--- config.mk ---
export PLATFORM = sky130hd
export DESIGN_NAME = rr_arbiter_8
export DESIGN_NICKNAME = d
export VERILOG_FILES = /design/src/rtl/rr_arbiter_8.sv
export SDC_FILE = /design/constraint.sdc
export NUM_CORES = 1
export LEC_CHECK = 0
export CORE_MARGIN = 10
export CORE_UTILIZATION = 35
export CTS_CLUSTER_SIZE = 14
export DETAILED_ROUTE_END_ITERATION = 10
export GPL_TIMING_DRIVEN = 0
export PLACE_DENSITY = 0.59
export SYNTH_ARGS = -nofsm -noshare
export SYNTH_HDL_FRONTEND = slang
export SYNTH_SLANG_ARGS = --single-unit
--- constraint.sdc ---
create_clock -name clk -period 10 [get_ports clk]
set_input_delay 1.5 -clock clk [delete_from_list [all_inputs] [get_ports clk]]
set_output_delay 1.5 -clock clk [all_outputs]
set_load 0.005 [all_outputs]
--- src/rtl/rr_arbiter_8.sv ---
// Eight-way round-robin arbiter with registered index/enable/one-hot grant
// and a bounded hold time so a busy owner cannot starve the other requesters.
module rr_arbiter_8 #(
  parameter int unsigned MAX_HOLD = 16,
  parameter int unsigned CNT_W    = 8
) (
  input  logic       clk,
  input  logic       rst_n,
  input  logic [7:0] req,
  output logic       grant_en,
  output logic [2:0] grant_idx,
  output logic [7:0] grant,
  output logic       busy
);

  // state | meaning
  // IDLE  | no owner, all outputs deasserted
  // GRANT | grant_idx owns the resource, hold_cnt counts its extra cycles
  typedef enum logic [0:0] {
    IDLE  = 1'b0,
    GRANT = 1'b1
  } state_e;

  localparam logic [CNT_W-1:0] HOLD_LAST =
    CNT_W'((MAX_HOLD == 0) ? 0 : (MAX_HOLD - 1));
  localparam logic [CNT_W-1:0] HOLD_SAT = {CNT_W{1'b1}};

  state_e           state_q, state_d;
  logic [2:0]       ptr_q, ptr_d;
  logic [CNT_W-1:0] hold_q, hold_d;
  logic             grant_en_q, grant_en_d;
  logic [2:0]       grant_idx_q, grant_idx_d;
  logic [7:0]       grant_q, grant_d;
  logic             busy_q, busy_d;

  logic [7:0] others;
  logic [3:0] pick_req;
  logic [3:0] pick_oth;
  logic       owner_drop;
  logic       timeout;

  // Returns {found, index}; lowest rotation distance from start wins.
  function automatic logic [3:0] rr_pick(input logic [7:0] vec,
                                         input logic [2:0] start);
    logic [3:0] res;
    logic [2:0] idx;
    res = 4'h0;
    for (int k = 7; k >= 0; k--) begin
      idx = start + 3'(k);
      if (vec[idx]) res = {1'b1, idx};
    end
    return res;
  endfunction

  always_comb begin
    others     = req & ~(8'h01 << grant_idx_q);
    pick_req   = rr_pick(req, ptr_q);
    pick_oth   = rr_pick(others, ptr_q);
    owner_drop = ~req[grant_idx_q];
    timeout    = (MAX_HOLD != 0) && (hold_q == HOLD_LAST);
  end

  always_comb begin
    state_d     = state_q;
    ptr_d       = ptr_q;
    hold_d      = hold_q;
    grant_en_d  = grant_en_q;
    grant_idx_d = grant_idx_q;
    case (state_q)
      IDLE: begin
        if (pick_req[3]) begin
          state_d     = GRANT;
          grant_en_d  = 1'b1;
          grant_idx_d = pick_req[2:0];
          ptr_d       = pick_req[2:0] + 3'd1;
          hold_d      = '0;
        end
      end
      GRANT: begin
        if (owner_drop || timeout) begin
          // The owner is masked out of this search, so a forced switch can
          // never hand the grant straight back to it.
          if (pick_oth[3]) begin
            grant_idx_d = pick_oth[2:0];
            ptr_d       = pick_oth[2:0] + 3'd1;
            hold_d      = '0;
          end else if (owner_drop) begin
            state_d     = IDLE;
            grant_en_d  = 1'b0;
            grant_idx_d = 3'd0;
            hold_d      = '0;
          end else begin
            hold_d = '0;
          end
        end else if (hold_q != HOLD_SAT) begin
          hold_d = hold_q + 1'b1;
        end
      end
      default: begin
        state_d     = IDLE;
        grant_en_d  = 1'b0;
        grant_idx_d = 3'd0;
        hold_d      = '0;
      end
    endcase
    grant_d = grant_en_d ? (8'h01 << grant_idx_d) : 8'h00;
    busy_d  = grant_en_d;
  end

  always_ff @(posedge clk or negedge rst_n) begin
    if (!rst_n) begin
      state_q     <= IDLE;
      ptr_q       <= 3'd0;
      hold_q      <= '0;
      grant_en_q  <= 1'b0;
      grant_idx_q <= 3'd0;
      grant_q     <= 8'h00;
      busy_q      <= 1'b0;
    end else begin
      state_q     <= state_d;
      ptr_q       <= ptr_d;
      hold_q      <= hold_d;
      grant_en_q  <= grant_en_d;
      grant_idx_q <= grant_idx_d;
      grant_q     <= grant_d;
      busy_q      <= busy_d;
    end
  end

  assign grant_en  = grant_en_q;
  assign grant_idx = grant_idx_q;
  assign grant     = grant_q;
  assign busy      = busy_q;

endmodule

# --- Yosys cells after proc, flatten, opt, wreduce, memory -nomap -nowiden ---
# Index checks and enable logic that the tools add are counted.
# Widths: inputs -> output; s select.
op_classes:
  n_mux: 74
  multipliers: 0
  order_cmp: 9
  n_reduce_logical: 3
  bitwise_logic: 4
  n_div: 0
  eq_ne: 6
  shift: 2
  n_addsub: 10
ops:
  columns: ["operator", "count"]
  rows:
  - ["$mux 4", 16]
  - ["$bmux 1 s3", 17]
  - ["$lt 3x4->1 const B", 9]
  - ["$mux 8", 4]
  - ["$mux 1", 25]
  - ["$mux 3", 7]
  - ["$pmux 8 s2", 1]
  - ["$shl 1x3->8 const A", 2]
  - ["$add 3x3->3 const B", 4]
  - ["$pmux 3 s2", 2]
  - ["$add 3x1->3 const B", 3]
  - ["$add 8x1->8 const B", 1]
  - ["$and 8x8->8", 1]
  - ["$eq 8x4->1 const B", 1]
  - ["$ne 8x8->1 const B", 1]
  - ["$not 8->8", 1]
  - ["$add 3x2->3 const B", 2]
  - ["$ne 2x1->1 const B", 2]
  - ["$pmux 1 s2", 2]
  - ["$ne 3x1->1 const B", 1]
  - ["$reduce_and 3->1", 1]
  - ["$ne 2x2->1 const B", 1]
  - ["$not 1->1", 2]
  - ["$reduce_and 2->1", 1]
  - ["$logic_or 1x1->1", 1]
totals:
  output_inout_bits: 13
  mem_bits_ro: 0
  mem_bits_rw: 0
  latch_bits: 0
  regBits: 24
  n_memories: 0
  elab_cells: 114

# --- Logic depth before layout (Yosys ltp) ---
logic_depth:
  word_depth: 18
  depth_mapped: 18

# --- Worst setup path after synthesis ---
# Ideal clock, no wire load.
synth_timing:
  path_kind: "register to register"
  from: "reg ptr_q[0]"
  to: "reg grant_q[1], in the netlist grant[1]"
  slack_ns: 5.643
  stages_incl_launch_ff: 18
  arrival_time_ns: 4.277
  synth_period_minus_slack_ns: 4.357
  cell_sequence: "dfrtp_1 > buf_6 > buf_2 > buf_2 > clkbuf_1 > inv_1 > ha_1 > clkbuf_1 > buf_2 > mux4_2 > nand2_1 > nand3_1 > a211o_1 > or2_1 > buf_6 > o221a_4 > or4b_4 > nor3b_2"
synth_via:
  elab_chain_cells: 16
  word_cells_on_any_way: 65
  cone_classes: "add/sub: 7; shift: 1; mux: 57"
synth_rtl:
  columns: ["element", "line", "rtl"]
  rows:
  - ["from (decl)", "29", "logic [2:0] ptr_q, ptr_d;"]
  - ["from (signal assigned)", "121", "ptr_q <= ptr_d;"]
  - ["$add 3x3->3", "49", "idx = start + 3'(k);"]
  - ["$bmux 1 s3", "50", "if (vec[idx]) res = {1'b1, idx};"]
  - ["$mux 1 (implied by the code)", "50", null]
  - ["$mux 4 (8 in a row)", "50", null]
  - ["$mux 3", "83", "if (pick_oth[3]) begin"]
  - ["$mux 3", "80", "if (owner_drop || timeout) begin"]
  - ["$pmux 3 s2", "69", "case (state_q)"]
  - ["$shl 1x3->8", "106", "grant_d = grant_en_d ? (8'h01 << grant_idx_d) : 8'h00;"]
  - ["$mux 8 (*)", "106", null]
  - ["net grant_d[1]", "33", "logic [7:0] grant_q, grant_d;"]
  - ["to (signal assigned)", "125", "grant_q <= grant_d;"]
  - ["to (decl)", "33", null]
# Mark *: on every way through the listed nets, which the timed path passes. The rest lies on a longest branch. The select of a mux whose other input is x is not followed.
# A chain may end at the register's enable or synchronous reset.

# --- Final worst setup path ---
layout_timing:
  from: "reg ptr_q[0]"
  to: "reg ptr_q[2]"
layout_via:
  elab_chain_cells: 15
  word_cells_on_any_way: 64
  cone_classes: "add/sub: 9; eq/ne: 2; mux: 52; reduce/logical: 1"
layout_rtl:
  columns: ["element", "line", "rtl"]
  rows:
  - ["$add 3x3->3", "49", null]
  - ["$bmux 1 s3", "50", null]
  - ["$mux 1 (implied by the code)", "50", null]
  - ["$mux 4 (8 in a row)", "50", null]
  - ["$add 3x1->3", "85", "ptr_d = pick_oth[2:0] + 3'd1;"]
  - ["$mux 3", "83", null]
  - ["$mux 3", "80", null]
  - ["$pmux 3 s2", "69", null]
# Parallel ways exist; a longest one is shown, timed or not. The select of a mux whose other input is x is not followed.

==> reports/metrics.csv <==
stage;metric;value;unit
synthesis;cell with the most instances after synthesis;nand2_1;
clocking;H-tree Lvls;1;
setup_path;CP startpoint kind;flip-flop;
clocking;CTS max path bufs;2;
synthesis;Synth Register Bits;24;
setup_path;WP data required;10.18;ns
clocking;postcts setup bufs;0;
drt;DR vias;3274;
global_routing;GR Layer Usage met2;25.5;%
floorplan;Die Wd;116;µm
synthesis;Area contributors post-synth;dfrtp_1, mux4_2, nand2_1, mux2_2, mux2i_1;
sta;Slew Viols, Final;0;
setup_path;cell mode on critical path;buf_2;
synthesis;ys async rst share;100;%
drt;Initial DRT Pass Iterations;5;
sta;final setup fails;0;
floorplan;Rows;34;
sta;clock skew;0.00395;ns
global_routing;pin count of the biggest net entering global routing;25;
worst_hold_path;Hold Path Class;flip-flop to flip-flop;
synthesis;Post-synth EDFFs;0;
sta;minimum clock period;5.54;ns
final_layout;post-route cell area;3630;µm²
placement;PortBufs;22;
setup_path;critical-path cell list;buf_6 > buf_2 > buf_2 > clkbuf_1 > inv_1 > ha_1 > clkbuf_1 > buf_2 > inv_2 > mux4_2 > and3_1 > o311ai_0 > o221ai_1 > mux2_2 > ha_1 > a21boi_0 > o31ai_1;
clocking;Sink Count;24;
final_layout;Util after Layout;41.2;%
synthesis;Mapped Nets;391;
drt;drt via density;6.41;
synthesis;most frequent cells after synthesis;nand2_1, dfrtp_1, nor2_1, a21oi_1, o21ai_0;
synthesis;mean post-synth cell area;8.49;µm²
drt;WL/cell;20.3;µm
global_routing;initial antenna violation count;0;
synthesis;mapped cell area;3200;µm²
global_routing;met3 usage;0.930;%
worst_hold_path;Hold Path Cell Cnt;1;
final_layout;layout cells sized above 1;16.1;%
clocking;CTS Root Buffer Type;clkbuf_8;
sta;fmax;181;MHz
synthesis;YS warnings;0;
outcome;outcome;finished clean;
drt;post-route ant nets;0;
drt;Iteration-0 DRC Markers;280;
setup_path;slowest stage cell, crit path;dfrtp_1;
clocking;CTS tree;done;
synthesis;top cell type's share of synthesized area;18.8;%
clocking;total CTS buffers;3;
floorplan;core box area;8810;µm²
floorplan;Starting Density;36.3;%
synthesis;sequential area share after synthesis;18.8;%
sta;Worst Hold Margin;0.554;ns
setup_path;cell depth of the worst flop-to-flop path;17;
clocking;Clock Latency Late Sink;0.26;ns
final_layout;final net count;418;
final_layout;n_diodes;0;
setup_path;Crit path arrival time;5.72;ns
synthesis;library cells used by synthesis;77;
placement;RD Place Congestion;0.929;
final_layout;Area growth syn-to-layout;13.3;%
sta;total negative slack;0;ns
synthesis;Mapped Cells;377;
setup_path;Worst setup EP type;flip-flop;
clocking;CTS resizes;0;
global_routing;grt met1 use;20.8;%
synthesis;cell taking the most area after synthesis;dfrtp_1;
clocking;hold buffer count at CTS;0;
clocking;Reg clk slew, reported paths;0.09;ns
floorplan;I/O pin count;23;
global_routing;Total Routing Usage GR;15.3;%
setup_path;critical path's largest stage delay;0.60;ns
global_routing;vias in the first global route;3081;
sta;final hold vios;0;
drt;Routed WL;10400;µm
sta;Final Cycle Share;55.4;%
floorplan;Die Span Y;116;µm
flow_run;Max-Cap Viols;0;
sta;unrepaired setup endpoints after global routing;false;
sta;worst relative slew slack;27.5;%
floorplan;die footprint;13400;µm²
placement;placed cell area;3560;µm²
drt;DRC;0;
placement;DPL Wire Length;7930;µm
global_routing;Most Used Layer, Global Route;met2;
setup_path;crit-path max FO;10;
global_routing;first-pass GRT wire length;16800;µm
sta;Worst-Margin Slew;1.08;ns
synthesis;dominant synthesized flop cell;dfrtp_1;
setup_path;Setup CP Type;flip-flop to flip-flop;
global_routing;grt total ovfl;0;
[kinds of logic (layout without fill, tap and decap cells)]
group / Yosys count / count (layout) / synth area share (%)
simple gates: 144 / 144 / 24.5
compound gates: 116 / 116 / 26.5
mux: 42 / 42 / 20.6
buf+inv: 39 / 65 / 5.86
flops: 24 / 24 / 18.8
xor+xnor: 7 / 7 / 1.92
fa+ha+maj: 5 / 5 / 1.88
[cell type report]
cell class                 count  area (µm²)
sequential                    24         601
clock inverter                 1        30.0
multi-input combinational    314        2410
fill                         878        5180
tap                          108         135
clock buffer                   3        41.3
buffer                        31         158
timing repair buffer          22         220
inverter                       8        30.0
[worst max-delay path: cells and delay by family (launching register included)]
family / cells / cell delay (ns)
AOI/OAI and AO/OA: 4 / 0.98
DFF: 1 / 0.60
adders and majority gates: 2 / 0.52
muxes: 2 / 0.84
and+or+nand+nor: 1 / 0.21
buffers and inverters: 8 / 2.29
[stage by stage]
stage	setup slack, ns	cells
floorplan	5.64	377
global placement	4.60	507
detailed placement	4.61	507
CTS	4.56	511
global route	4.26	511
finish	4.46	511
[registers in the layout (all words and copies together) (netlist names)]
register   cells
busy           1
grant          8
grant_idx      3
hold_q         8
ptr_q          3
state_q        1
[final timing paths]
check	startpoint	endpoint	slack, ns
max	ptr_q[0]	ptr_q[2]	4.46
min	hold_q[1]	hold_q[1]	0.55
max reg2reg	ptr_q[0]	ptr_q[2]	4.46
min reg2reg	hold_q[1]	hold_q[1]	0.55
max in group asynchronous	rst_n	hold_q[1]	7.53
min in group asynchronous	rst_n	grant[2]	1.82
[placed cells by master (no fill, tap or decap), types with 6 or more instances in the layout]
| cell type | instances |
|---|---|
| a21oi_1 | 18 |
| buf_2 | 12 |
| clkbuf_1 | 13 |
| clkdlybuf4s50_1 | 22 |
| dfrtp_1 | 24 |
| mux2_2 | 12 |
| mux2i_1 | 12 |
| mux4_2 | 15 |
| nand2_1 | 41 |
| nand3_1 | 10 |
| nor2_1 | 20 |
| nor2b_1 | 10 |
| nor3_1 | 12 |
| o211ai_1 | 6 |
| o21ai_0 | 18 |
| o22ai_1 | 9 |
| o31ai_1 | 7 |
[layer usage]
metal	up-vias	wire length, µm
li1	1530	-
met1	1578	4620
met2	149	4920
met3	17	607
met4	0	249
met5	-	0
Power is not shown: default switching activity piles up to over one toggle a cycle in this logic, so the estimate is an artifact.
==> patch 1 (config.mk and constraints unchanged) <==
Set the parameter `CNT_W` to 10 (it was 8).
--- a/src/rtl/rr_arbiter_8.sv
+++ b/src/rtl/rr_arbiter_8.sv
@@ -2,7 +2,7 @@
 // and a bounded hold time so a busy owner cannot starve the other requesters.
 module rr_arbiter_8 #(
   parameter int unsigned MAX_HOLD = 16,
-  parameter int unsigned CNT_W    = 8
+  parameter int unsigned CNT_W    = 10
 ) (
   input  logic       clk,
   input  logic       rst_n,
Formal check against the unedited RTL: same outputs for any inputs over 4 cycles, from zero or initial values and one cycle with rst_n low; that may be too few to reach the edited logic, so the function may still have changed.
==> patch 1 against the original RTL <==
- global-route usage down 2.0 points
- critical endpoint unchanged
- sequential cell count up 2
- synthesized area down 7.3%
- wire length down 15%
- clock skew up 0.0012 ns
- worst setup slack better by 0.42 ns
- final area down 7.0%
Power is not shown: default switching activity piles up to over one toggle a cycle in this logic, so the estimate is an artifact.
==> patch 1: results (changes against the original RTL) <==
| Metric | Value |
|---|---|
| Yosys cell types | `71 (-7.8%)` |
| Clock network area share | `1.63% (-0.33 points)` |
| Signal buffers | `43 (-19%)` |
| Initial drt markers | `207 (-26%)` |
| Commonest cells post-synth | `nand2_1, dfrtp_1, mux2i_1` |
| Compound-Gate Fraction of Synth Area | `25.3% (-1.2 points)` |
| Nets@finish | `374 (-11%)` |
| Routed length on met2 | `3930 um (-20%)` |
| Non-clk buf share | `9.83% (-0.58 points)` |
| Inverters excl. clock | `14 (+6)` |
| First-pass GRT wire length | `14400 um (-14%)` |
| Via count | `2869 (-12%)` |
| Multi-input combinational area share | `63.8% (-2.7 points)` |
| Largest net degree at the start of global routing | `27 (+8.0%)` |
| Mux contribution to synthesized area | `20.0% (-0.64 points)` |
| Hold Path Sink | `hold_q[0]$_DFFE_PN0P_` |
| Crit-path slowest cell | `xnor2_1` |
| Max transition margin | `20.3% (-7.2 points)` |
| Status | `completed` |
| GR met3 Demand/Resource | `2.02% (+1.1 points)` |
| Vias in the first global route | `2697 (-12%)` |
| Crit path largest cell delay | `0.68 ns (+0.08 ns)` |
| Number of sequential cells | `26 (+8.3%)` |
| GP Congestion | `0.945 (+1.7%)` |
| R2r setup slk | `4.88 ns (+0.42 ns)` |
| XOR/XNOR Fraction of Synth Area | `3.84% (+1.9 points)` |
| GR met2 Demand/Resource | `21.0% (-4.5 points)` |
| Reg-to-reg startpoint | `ptr_q[1]$_DFFE_PN0P_` |
| Top post-synthesis cells by area | `dfrtp_1, mux4_2, mux2i_1` |
## patch 1: cell types whose count changed after synthesis, moves of 7 or more
cell and change:
buf_2 -7, inv_1 +8, mux2_2 -7, mux2i_1 +10, nor2b_1 -9, and3_1 +7
nor3_1 -11, nand2_1 -12
## patch 1: stage by stage
| stage | hold slack (ns) | util, % | instance area [sq um] | worst slack, ns | std cells |
|---|---|---|---|---|---|
| 2_1_floorplan | 0.472 | - | 2970 | 6.09 | 333 |
| 3_3_place_gp | 0.489 | 40.4 | 3320 | 4.75 | 460 |
| 3_5_place_dp | 0.517 | 40.4 | 3320 | 4.64 | 460 |
| 4_1_cts | 0.530 | 41.0 | 3370 | 4.93 | 464 |
| 5_1_grt | 0.557 | 41.0 | 3370 | 4.52 | 464 |
| 6_report | 0.524 | 41.0 | 3370 | 4.88 | 464 |
==> patch 2 (same flow settings) <==
Made on the original files. Take the reset off `hold_q` and load it in a clocked block of its own.
--- a/src/rtl/rr_arbiter_8.sv
+++ b/src/rtl/rr_arbiter_8.sv
@@ -111,7 +111,6 @@
     if (!rst_n) begin
       state_q     <= IDLE;
       ptr_q       <= 3'd0;
-      hold_q      <= '0;
       grant_en_q  <= 1'b0;
       grant_idx_q <= 3'd0;
       grant_q     <= 8'h00;
@@ -119,12 +118,15 @@
     end else begin
       state_q     <= state_d;
       ptr_q       <= ptr_d;
-      hold_q      <= hold_d;
       grant_en_q  <= grant_en_d;
       grant_idx_q <= grant_idx_d;
       grant_q     <= grant_d;
       busy_q      <= busy_d;
     end
+  end
+
+  always_ff @(posedge clk) begin
+    hold_q <= hold_d;
   end
 
   assign grant_en  = grant_en_q;
Behaviour: same outputs for any inputs over 4 cycles, from zero or initial values and one cycle with rst_n low; that may be too few to reach the edited logic, so the function may still have changed.
==> patch 2 against the original RTL <==
- worst setup slack improved by 0.66 ns
- final area increased by 1.4%
- sequential cell count unchanged
- maximum frequency increased by 13%
- global-route usage decreased by 0.16 points
- synthesized area increased by 2.3%
- wire length decreased by 0.84%
- non-clock buffer count decreased by 1
- critical path type is now input pin to flip-flop
- critical endpoint unchanged
- largest cell class unchanged
- highest routed layer unchanged
Power is not shown: default switching activity piles up to over one toggle a cycle in this logic, so the estimate is an artifact.
==> patch 2: results (changes against the original RTL) <==
| Metric | Value |
|---|---|
| WHS | `0.599 ns (+0.0454 ns)` |
| Dpl cell area | `3630 sq um (+2.2%)` |
| Drt first pass iters | `4 (-1)` |
| Yosys cell types | `71 (-7.8%)` |
| Final Skew | `0.00937 ns (+0.00542 ns)` |
| Min setup slack post-route | `5.12 ns (+0.658 ns)` |
| Max transition margin | `40.5% (+13 points)` |
| FF-to-FF path depth | `14 (-3)` |
| Commonest cells post-synth | `nor2_1, nand2_1, mux2i_1` |
| First-pass GRT wire length | `16700 um (-0.86%)` |
| Data arrival, critical path | `5.03 ns (-0.69 ns)` |
| Post-DP HPWL | `7930 um (about the same)` |
| Multi-input gate area | `2430 sq um (+0.83%)` |
| Non-Filler Instances | `510 (-0.20%)` |
| Nets@finish | `414 (-0.96%)` |
| Cells after synthesis | `373 (-1.1%)` |
| Post-synth EDFFs | `8 (+8)` |
| Post-Syn Nets | `387 (-1.0%)` |
| Layout cells sized above 1 | `14.5% (-1.6 points)` |
| Seq/Total Area, Yosys | `19.6% (+0.79 points)` |
| Hold Path Sink | `hold_q[0]$_SDFFCE_PN0P_` |
| Crit path largest cell delay | `0.55 ns (-0.05 ns)` |
| Initial drt markers | `290 (+3.6%)` |
| Top post-synthesis cells by area | `mux4_2, dfrtp_1, mux2i_1` |
| Beginning of the critical path | `req[6]` |
| Top delay family on crit path | `compound AO/OA/AOI/OAI gates` |
| Status | `completed` |
| Largest net degree at the start of global routing | `17 (-32%)` |
| Setup WS pre-CTS | `4.92 ns (+0.310 ns)` |
| Reg-to-reg startpoint | `ptr_q[1]$_DFFE_PN0P_` |
| Hold Crit Start | `hold_q[0]$_SDFFCE_PN0P_` |
[patch 2: final cells by class]
class	instances	share of cell area [%]
inverter	12	1.22
clock inverter	1	0.102
multi-input combinational	307	66.1
timing repair buffer	22	5.98
tap	111	3.77
buffer	30	4.28
sequential	24	17.4
clock buffer	3	1.12
[patch 2: routing by layer]
metal / global-route usage [%] / vias up / share of wire (%)
met3: 2.67 / 13 / 8.6
met5: 0 / - / 0
met2: 24.4 / 167 / 46
met4: 2.64 / 0 / 1.1
li1: - / 1510 / -
met1: 20.8 / 1609 / 44
[patch 2: cells by family after synthesis]
logic type,synth area share (%)
AO/OA/AOI/OAI,25.4
XOR/XNOR,2.67
adder cells (fa/ha/maj),1.53
buffers and inverters,6.19
flip-flops,19.6
multiplexers,23.8
AND/OR/NAND/NOR,20.9
